==> src/rtl/kf_pkg.sv <==
// +----------------------------------------------------------------------------+
// | Module      : kf_pkg                                                       |
// | Description : Shared word type, header constant and framer state encoding |
// | Revision    : 1.0 - initial release                                        |
// +----------------------------------------------------------------------------+
`default_nettype none

package kf_pkg;

    localparam int KF_WIDTH = 16;
    localparam logic [KF_WIDTH-1:0] KF_HEADER = 16'hA55A;

    typedef logic [KF_WIDTH-1:0] kf_word_t;

    typedef enum logic [1:0] {
        IDLE = 2'd0,
        HDR  = 2'd1,
        DATA = 2'd2,
        CSUM = 2'd3
    } tx_state_t;

endpackage

`default_nettype wire

==> src/rtl/kf_state_tx.sv <==
// +----------------------------------------------------------------------------+
// | Module      : kf_state_tx                                                  |
// | Description : Captures the filter state vector and streams it as a framed |
// |               valid/ready word sequence. Define KF_TX_CHECKSUM_EN to add   |
// |               a trailing modulo-2^WIDTH checksum word.                     |
// | Revision    : 1.0 - initial release                                        |
// +----------------------------------------------------------------------------+
`default_nettype none

module kf_state_tx
    import kf_pkg::*;
#(
    parameter int               N_STATES = 4,
    parameter int               WIDTH    = KF_WIDTH,
    parameter logic [WIDTH-1:0] HEADER   = KF_HEADER
) (
    input  logic             clk,
    input  logic             reset,
    input  logic             capture,
    input  logic [WIDTH-1:0] State0,
    input  logic [WIDTH-1:0] State1,
    input  logic [WIDTH-1:0] State2,
    input  logic [WIDTH-1:0] State3,
    output logic [WIDTH-1:0] m_data,
    output logic             m_valid,
    input  logic             m_ready,
    output logic             m_last,
    output logic             busy,
    output logic             overrun,
    output logic [7:0]       frame_count
);

    localparam int IDXW = (N_STATES > 1) ? $clog2(N_STATES) : 1;
    localparam logic [IDXW-1:0] LAST_IDX = IDXW'(N_STATES - 1);

    tx_state_t        state_q, state_d;
    logic [IDXW-1:0]  idx_q, idx_d;
    logic [WIDTH-1:0] words_q [N_STATES];
    logic [WIDTH-1:0] words_d [N_STATES];
    logic             overrun_q, overrun_d;
    logic [7:0]       count_q, count_d;
`ifdef KF_TX_CHECKSUM_EN
    logic [WIDTH-1:0] csum_q, csum_d;
`endif

    logic w_xfer;
    logic w_final;
    logic w_start;

    assign w_xfer  = m_valid && m_ready;
    assign w_final = w_xfer && m_last;
    // A capture coincident with the final beat chains straight into the next frame.
    assign w_start = capture && ((state_q == IDLE) || w_final);

    always_ff @(posedge clk or posedge reset) begin
        if (reset) begin
            state_q   <= IDLE;
            idx_q     <= '0;
            overrun_q <= 1'b0;
            count_q   <= 8'd0;
            for (int i = 0; i < N_STATES; i++) begin
                words_q[i] <= '0;
            end
`ifdef KF_TX_CHECKSUM_EN
            csum_q    <= '0;
`endif
        end else begin
            state_q   <= state_d;
            idx_q     <= idx_d;
            overrun_q <= overrun_d;
            count_q   <= count_d;
            words_q   <= words_d;
`ifdef KF_TX_CHECKSUM_EN
            csum_q    <= csum_d;
`endif
        end
    end

    always_comb begin
        state_d   = state_q;
        idx_d     = idx_q;
        overrun_d = overrun_q;
        count_d   = count_q;
        words_d   = words_q;
`ifdef KF_TX_CHECKSUM_EN
        csum_d    = csum_q;
`endif

        if (capture && !w_start) begin
            overrun_d = 1'b1;
        end

        unique case (state_q)
            HDR: begin
                if (w_xfer) begin
                    state_d = DATA;
                    idx_d   = '0;
                end
            end
            DATA: begin
                if (w_xfer) begin
`ifdef KF_TX_CHECKSUM_EN
                    csum_d = csum_q + words_q[idx_q];
`endif
                    if (idx_q == LAST_IDX) begin
`ifdef KF_TX_CHECKSUM_EN
                        state_d = CSUM;
`else
                        state_d = IDLE;
                        count_d = count_q + 8'd1;
`endif
                    end else begin
                        idx_d = idx_q + 1'b1;
                    end
                end
            end
            CSUM: begin
                if (w_xfer) begin
                    state_d = IDLE;
                    count_d = count_q + 8'd1;
                end
            end
            default: ;
        endcase

        if (w_start) begin
            state_d = HDR;
            idx_d   = '0;
`ifdef KF_TX_CHECKSUM_EN
            csum_d  = HEADER;
`endif
            // Words beyond the four state ports are sent as zero.
            for (int i = 0; i < N_STATES; i++) begin
                case (i)
                    0:       words_d[i] = State0;
                    1:       words_d[i] = State1;
                    2:       words_d[i] = State2;
                    3:       words_d[i] = State3;
                    default: words_d[i] = '0;
                endcase
            end
        end
    end

    always_comb begin
        m_data = '0;
        m_last = 1'b0;
        unique case (state_q)
            HDR:  m_data = HEADER;
            DATA: begin
                m_data = words_q[idx_q];
`ifndef KF_TX_CHECKSUM_EN
                m_last = (idx_q == LAST_IDX);
`endif
            end
`ifdef KF_TX_CHECKSUM_EN
            CSUM: begin
                m_data = csum_q;
                m_last = 1'b1;
            end
`endif
            default: ;
        endcase
    end

    assign m_valid     = (state_q != IDLE);
    assign busy        = (state_q != IDLE);
    assign overrun     = overrun_q;
    assign frame_count = count_q;

endmodule

`default_nettype wire

==> config.mk <==
export PLATFORM = sky130hd
export DESIGN_NAME = kf_state_tx
export DESIGN_NICKNAME = d
export VERILOG_FILES = /design/src/rtl/kf_pkg.sv /design/src/rtl/kf_state_tx.sv
export SDC_FILE = /design/constraint.sdc
export NUM_CORES = 1
export LEC_CHECK = 0
export CAP_MARGIN = 20
export CORE_UTILIZATION = 49
export DETAILED_ROUTE_END_ITERATION = 6
export HOLD_SLACK_MARGIN = 0.1
export PLACE_DENSITY = 0.81
export SLEW_MARGIN = 10
export SYNTH_ARGS = -nofsm -noshare
export SYNTH_HDL_FRONTEND = slang
export SYNTH_SLANG_ARGS = --single-unit
==> constraint.sdc <==
create_clock -name clk -period 3.6 [get_ports clk]
set_input_delay 0.9 -clock clk [delete_from_list [all_inputs] [get_ports clk]]
set_output_delay 0.9 -clock clk [all_outputs]
set_load 0.01 [all_outputs]
==> results of run 1 <==
==> cells in the final DEF, fill, tap and decap left out, drive strengths merged, types with 3 or more instances in the layout <==
cell type / count
nor3: 6
ha: 6
mux2: 66
inv: 3
nand3: 3
and3: 7
a21o: 3
clkbuf: 11
nand2: 3
nor2: 17
dfrtp: 77
o21ai: 3
clkdlybuf4s50: 95
mux4: 16
xor2: 7
buf: 8
==> cells by family (layout without fill, tap and decap cells) <==
logic type                 after synthesis  in the layout  synth area share (%)
AOI/OAI and AO/OA                       12             12                  2.06
muxes                                   84             84                  30.9
xor gates and xnor gates                 7              7                  1.69
adders and majority gates                6              6                  2.06
and+or+nand+nor                         46             46                  6.64
buffers and inverters                   20            122                  3.71
DFF                                     77             77                  53.0
==> registers in the layout (all words and copies together) (netlist names) <==
signal	cells
idx_q	2
words_q	64
overrun	1
state_q	2
frame_count	8
==> power by group <==
| part | switching (W) | leakage (nW) | internal (W) |
|---|---|---|---|
| Clock | 0.000302 | 0.105 | 0.000405 |
| Combinational | 0.000644 | 1.05 | 0.000991 |
| Sequential | 0.000228 | 0.917 | 0.00128 |
==> worst max path at each step <==
stage          cells after the start                          to
4_1_cts                            4                  m_data[14]
2_1_floorplan                      1  frame_count[0]$_DFFE_PP0P_
3_5_place_dp                       5      words_q[9]$_DFFE_PP0P_
5_1_grt                            6                  m_data[13]
6_report                           4                  m_data[14]
3_3_place_gp                       4                  m_data[14]
==> cell type report <==
| cell class | count | area (µm²) | share of cell area, % |
|---|---|---|---|
| Sequential cell | 77 | 1930 | 39.4 |
| Timing Repair Buffer | 103 | 1040 | 21.2 |
| Clock inverter | 4 | 72.6 | 1.48 |
| Multi-Input combinational cell | 155 | 1580 | 32.2 |
| Clock buffer | 11 | 141 | 2.89 |
| Tap cell | 99 | 124 | 2.53 |
| Inverter | 4 | 16.3 | 0.332 |
==> per-stage QoR <==
stage / instance area (µm²) / util [%] / instances / setup WS, ps
final: 4890 / 67.8 / 453 / 373
after global routing: 4890 / 67.8 / 453 / 275
after CTS: 4890 / 67.8 / 453 / 347
after detailed placement: 4680 / 64.9 / 438 / 707
after global placement: 4680 / 64.9 / 438 / 740
after floorplan: 3640 / - / 252 / 733
==> cells in the mapped netlist (all sizes together) <==
cell type and count:
dfrtp 77, mux2 66, nor2 17, mux4 16, buf 14, and3 7, xor2 7, ha 6
nor3 6, inv 4, a21o 3, nand2 3, nand3 3, o21ai 3, a21oi 2, and2 2
clkbuf 2, mux2i 2, nand2b 2, nor4 2, a21boi 1, a31oi 1, nand4b 1, nor2b 1
nor3b 1, o21a 1, o22ai 1, or4b 1
==> per-layer routing <==
metal	GRT usage, %	wire length [µm]
met1	28.1	3100
met2	35.9	3940
met3	5.00	356
met4	8.80	138
met5	0	0
==> summary.txt, run 1 <==
Via Count: 2380
Buffers & Inverters on Critical Path: 2
Seq/Total Area, Yosys: 53.0%
Hold/Removal Path Class: register to register
GRT Total Usage: 21.8%
Die Span Y: 88.2 µm
CP arrival: 2330 ps
CP startpoint: idx_q[1]$_DFFE_PP0P_
hold_sp: overrun$_DFFE_PP0P_
Worst Hold End: overrun$_DFFE_PP0P_
Syn Std Cell Area: 0.00364 mm²
antenna violations before repair: 0
CP endpoint kind: primary output
Pleak: 2.07 nW
Post-CTS Setup Bufs: 0
Crit path required time: 2700 ps
r2r setup slk: 1150 ps
DIE AREA: 0.00777 mm²
post-synthesis cell count: 252
Worst-path clk slew: 70 ps
htree depth: 3
cell breakdown of the critical path: buf_12, mux4_2, and3_1, clkdlybuf4s50_1
Worst-Margin Slew: 735 ps
Max Slew Vio Count: 0
Starting Density: 50.4%
hpwl dp: 5180 µm
CTS Sinks: 77
Slew Limit Headroom: 50.9%
Hold Crit Depth: 1
cts bufs inserted: 9
R2R Path End: words_q[60]$_DFFE_PP0P_
Top delay family on crit path: buffers and inverters
critical path's slowest cell: dfrtp_1
Tcrit/Tclk final: 89.6%
Max Cap Viol: 0
fin crit period: 3230 ps
total gr overflow: 0
number of gates resized after cts: 0
IO Count: 96
area leader, netlist: dfrtp_1
Vias/cell: 5.25
largest net degree at the start of global routing: 44
Yosys top cell area share: 53.0%
vias in the first global route: 2532
Max Clk Rate: 310 MHz
row count: 31
Clock Latency Late Sink: 350 ps
worst clock skew: 11.9 ps
# diodes: 0
RSZ-0062 raised after global routing: no
Final Hold Viols: 0
CP max stage delay: 580 ps
routed wire length: 7540 µm
first-pass GRT wire length: 12400 µm
pwr dens: 787 mW/mm²
R2R depth: 6
synth-to-layout area growth: 34.5%
reg2reg start: idx_q[1]$_DFFE_PP0P_
CTS tree: built
Startpoint Class: register
RD Place Congestion: 0.773
Final setup viols: 0
Residual DRC: 0
core area: 0.00721 mm²
Initial DRC Count: 117
largest cells by area after synthesis: dfrtp_1 53%, mux2_2 20%, mux4_2 9.9%
drt first pass iters: 4
Port Buf Inserts: 95
post-synthesis register bit count: 77
Nets: 424
status: complete, no violations
CTS Hold Bufs: 0
TNS Setup: 0 ps
Worst VDD drop: 0.417 mV
Yosys warning count: 0
Overall Power: 0.00385 W
Die Width: 88.2 µm
Synth cell types: 32
syn avg cell area: 14.4 µm²
Max FO, Critical Path: 14
FILL cells: 526
layout cell share with drive strength beyond 1: 29.9%
Post-Syn Nets: 326
post-DR wirelength/cell: 16.6 µm
path type of the worst setup path: register to primary output
maximum clock path buffer count: 2
hold slack: 454 ps
Final ANT Viol Nets: 0
Clock Root Buffer: clkbuf_8
Note: power is estimated with default switching activity, not from simulation.
==> run 2: changes to the inputs <==
--- a/config.mk
+++ b/config.mk
@@ -6,10 +6,12 @@
 export NUM_CORES = 1
 export LEC_CHECK = 0
 export CAP_MARGIN = 20
+export CORE_MARGIN = 4
 export CORE_UTILIZATION = 49
 export DETAILED_ROUTE_END_ITERATION = 6
 export HOLD_SLACK_MARGIN = 0.1
 export PLACE_DENSITY = 0.81
+export RECOVER_POWER = 25
 export SLEW_MARGIN = 10
 export SYNTH_ARGS = -nofsm -noshare
 export SYNTH_HDL_FRONTEND = slang
==> run 2 against run 1 <==
The flow now finishes with violations (max-capacitance violations, max-slew violations). First-iteration DRC count down 37%. Hold slack better by 14 ps. Die area up 14%. Fmax up 2.6%. Sequential power about the same. Sequential share of layout area up 0.37 points. Critical path type unchanged. Largest cell class unchanged.
==> summary.txt, run 2 (same netlist as run 1, synthesis figures left out) <==
Crit path required time: 2700 ps (about the same)
RD Place Congestion: 0.708 (-8.4%)
largest net degree at the start of global routing: 51 (+16%)
Max FO, Critical Path: 15 (+1)
sw frac: 30.7% (+0.14 points)
core area: 0.00725 mm² (+0.54%)
vias in the first global route: 2579 (+1.9%)
Slew Limit Headroom: -46.3% (-97 points)
Largest register FFs: 64 (unchanged)
path type of the worst setup path: register to primary output
Cell Int Power: 0.00259 W (-3.3%)
maximum clock path buffer count: 2 (unchanged)
# diodes: 0 (unchanged)
R2R depth: 6 (unchanged)
post-DR wirelength/cell: 16.9 µm (+1.4%)
Max Cap Viol: 1 (+1)
Overall Power: 0.00373 W (-3.1%)
Post-CTS Setup Bufs: 0 (unchanged)
CP endpoint kind: primary output
hpwl dp: 5630 µm (+8.8%)
Nets: 425 (+0.24%)
Worst-Margin Slew: 2180 ps (+1450 ps)
Die Width: 94.2 µm (+6.8%)
RSZ-0062 raised after global routing: no
Top reg by flops: words_q
most frequent cells in the layout: 93 x clkdlybuf4s50_1, 77 x dfrtp_1, 66 x mux2_2
Final ANT Viol Nets: 0 (unchanged)
pre-CTS setup slack: 695 ps (-11.4 ps)
total gr overflow: 0 (unchanged)
fin cells: 454 (+0.22%)
DP Cell Count: 439 (+0.23%)
Startpoint Class: register
Via Count: 2374 (-0.25%)
Tcrit/Tclk final: 87.4% (-2.3 points)
Initial DRC Count: 74 (-37%)
failing checks: max-capacitance violations, max-slew violations
clock share of power: 16.2% (-2.2 points)
Worst-path clk slew: 70 ps (about the same)
Worst VDD drop: 0.420 mV (+0.67%)
Vias/cell: 5.23 (-0.47%)
Comb pwr share: 43.4% (+0.9 points)
Max Slew Vio Count: 51 (+51)
row count: 31 (unchanged)
Die Span Y: 94.2 µm (+6.8%)
Net Sw Power: 0.00114 W (-2.7%)
hold slack: 468 ps (+14.4 ps)
CTS Sinks: 77 (unchanged)
most common cell after layout, fill and taps aside: clkdlybuf4s50_1
CTS Hold Bufs: 0 (unchanged)
Clock Root Buffer: clkbuf_8
worst clock skew: 6.53 ps (-5.35 ps)
layout cell share with drive strength beyond 1: 29.3% (-0.65 points)
IO Count: 96 (unchanged)
Port Buf Inserts: 95 (unchanged)
antenna violations before repair: 0 (unchanged)
htree depth: 3 (unchanged)
DIE AREA: 0.00887 mm² (+14%)
Final Hold Viols: 0 (unchanged)
synth-to-layout area growth: 33.3%
pwr dens: 769 mW/mm² (-2.2%)
CTS tree: built
drt first pass iters: 4 (unchanged)
Final setup viols: 0 (unchanged)
routed wire length: 7660 µm (+1.6%)
Hold Crit Depth: 1 (unchanged)
Residual DRC: 0 (unchanged)
Hold/Removal Path Class: register to register
number of gates resized after cts: 0 (unchanged)
Clock Latency Late Sink: 330 ps (-20 ps)
PnR worst setup slack: 455 ps (+81.1 ps)
Sequential Power Share: 40.4% (+1.2 points)
CP arrival: 2250 ps (-80 ps)
GRT Total Usage: 18.6% (-3.2 points)
first-pass GRT wire length: 12600 µm (+1.0%)
TNS Setup: 0 ps (unchanged)
status: finished with violations
Pleak: 2.05 nW (-0.95%)
Starting Density: 50.2% (-0.27 points)
cts bufs inserted: 9 (unchanged)
fin crit period: 3150 ps (-81.1 ps)
Max Clk Rate: 318 MHz (+2.6%)
[run 2: cell types whose count changed in the layout (fill, tap and decap cells not counted), sizes merged]
cell | before | now
clkbuf | 11 | 13
clkdlybuf4s50 | 95 | 93
dlygate4sd3 | 0 | 2
buf | 8 | 9
bufinv | 2 | 1
clkinv | 2 | 1
[run 2: cell type report]
cell class,count,area (µm²)
fill,555,2400
sequential,77,1930
multi-input combinational,155,1580
timing repair buffer,104,1030
clock buffer,13,139
tap,99,124
clock inverter,2,35.0
inverter,4,16.3
[run 2: worst paths after layout]
path                                             from                         end  slack [ps]
max                              idx_q[1]$_DFFE_PP0P_                   m_data[7]         450
min                        frame_count[7]$_DFFE_PP0P_  frame_count[7]$_DFFE_PP0P_         470
max reg2reg                      idx_q[1]$_DFFE_PP0P_     words_q[58]$_DFFE_PP0P_        1200
min reg2reg                frame_count[7]$_DFFE_PP0P_  frame_count[7]$_DFFE_PP0P_         470
max in group asynchronous                       reset     words_q[58]$_DFFE_PP0P_         930
min in group asynchronous                       reset     words_q[48]$_DFFE_PP0P_        1590
[run 2: through the flow]
stage	utilization (%)	instance area (µm²)
detailed placement	64.4	4670
finish	66.8	4850
CTS	66.8	4850
global placement	64.4	4670
global route	66.8	4850
floorplan	-	3640
[run 2: per-layer routing]
| layer | global-route usage, % | routed length [µm] |
|---|---|---|
| met5 | 0 | 0 |
| met1 | 23.0 | 3170 |
| met4 | 6.50 | 108 |
| met2 | 32.6 | 3950 |
| met3 | 3.37 | 428 |
[run 2: power by group through the flow]
stage	combinational, W	clock (W)	sequential [W]
2_1_floorplan	0.00113	0	0.00145
3_3_place_gp	0.00159	0	0.00150
3_5_place_dp	0.00164	0	0.00152
4_1_cts	0.00165	0.000619	0.00151
5_1_grt	0.00176	0.000654	0.00156
6_report	0.00162	0.000605	0.00151
[run 2: critical path, stage by stage (launching register included)]
cell and delay, ps:
dfrtp_1 420, buf_4 300, mux4_2 520, and3_1 190
clkdlybuf4s50_1 490
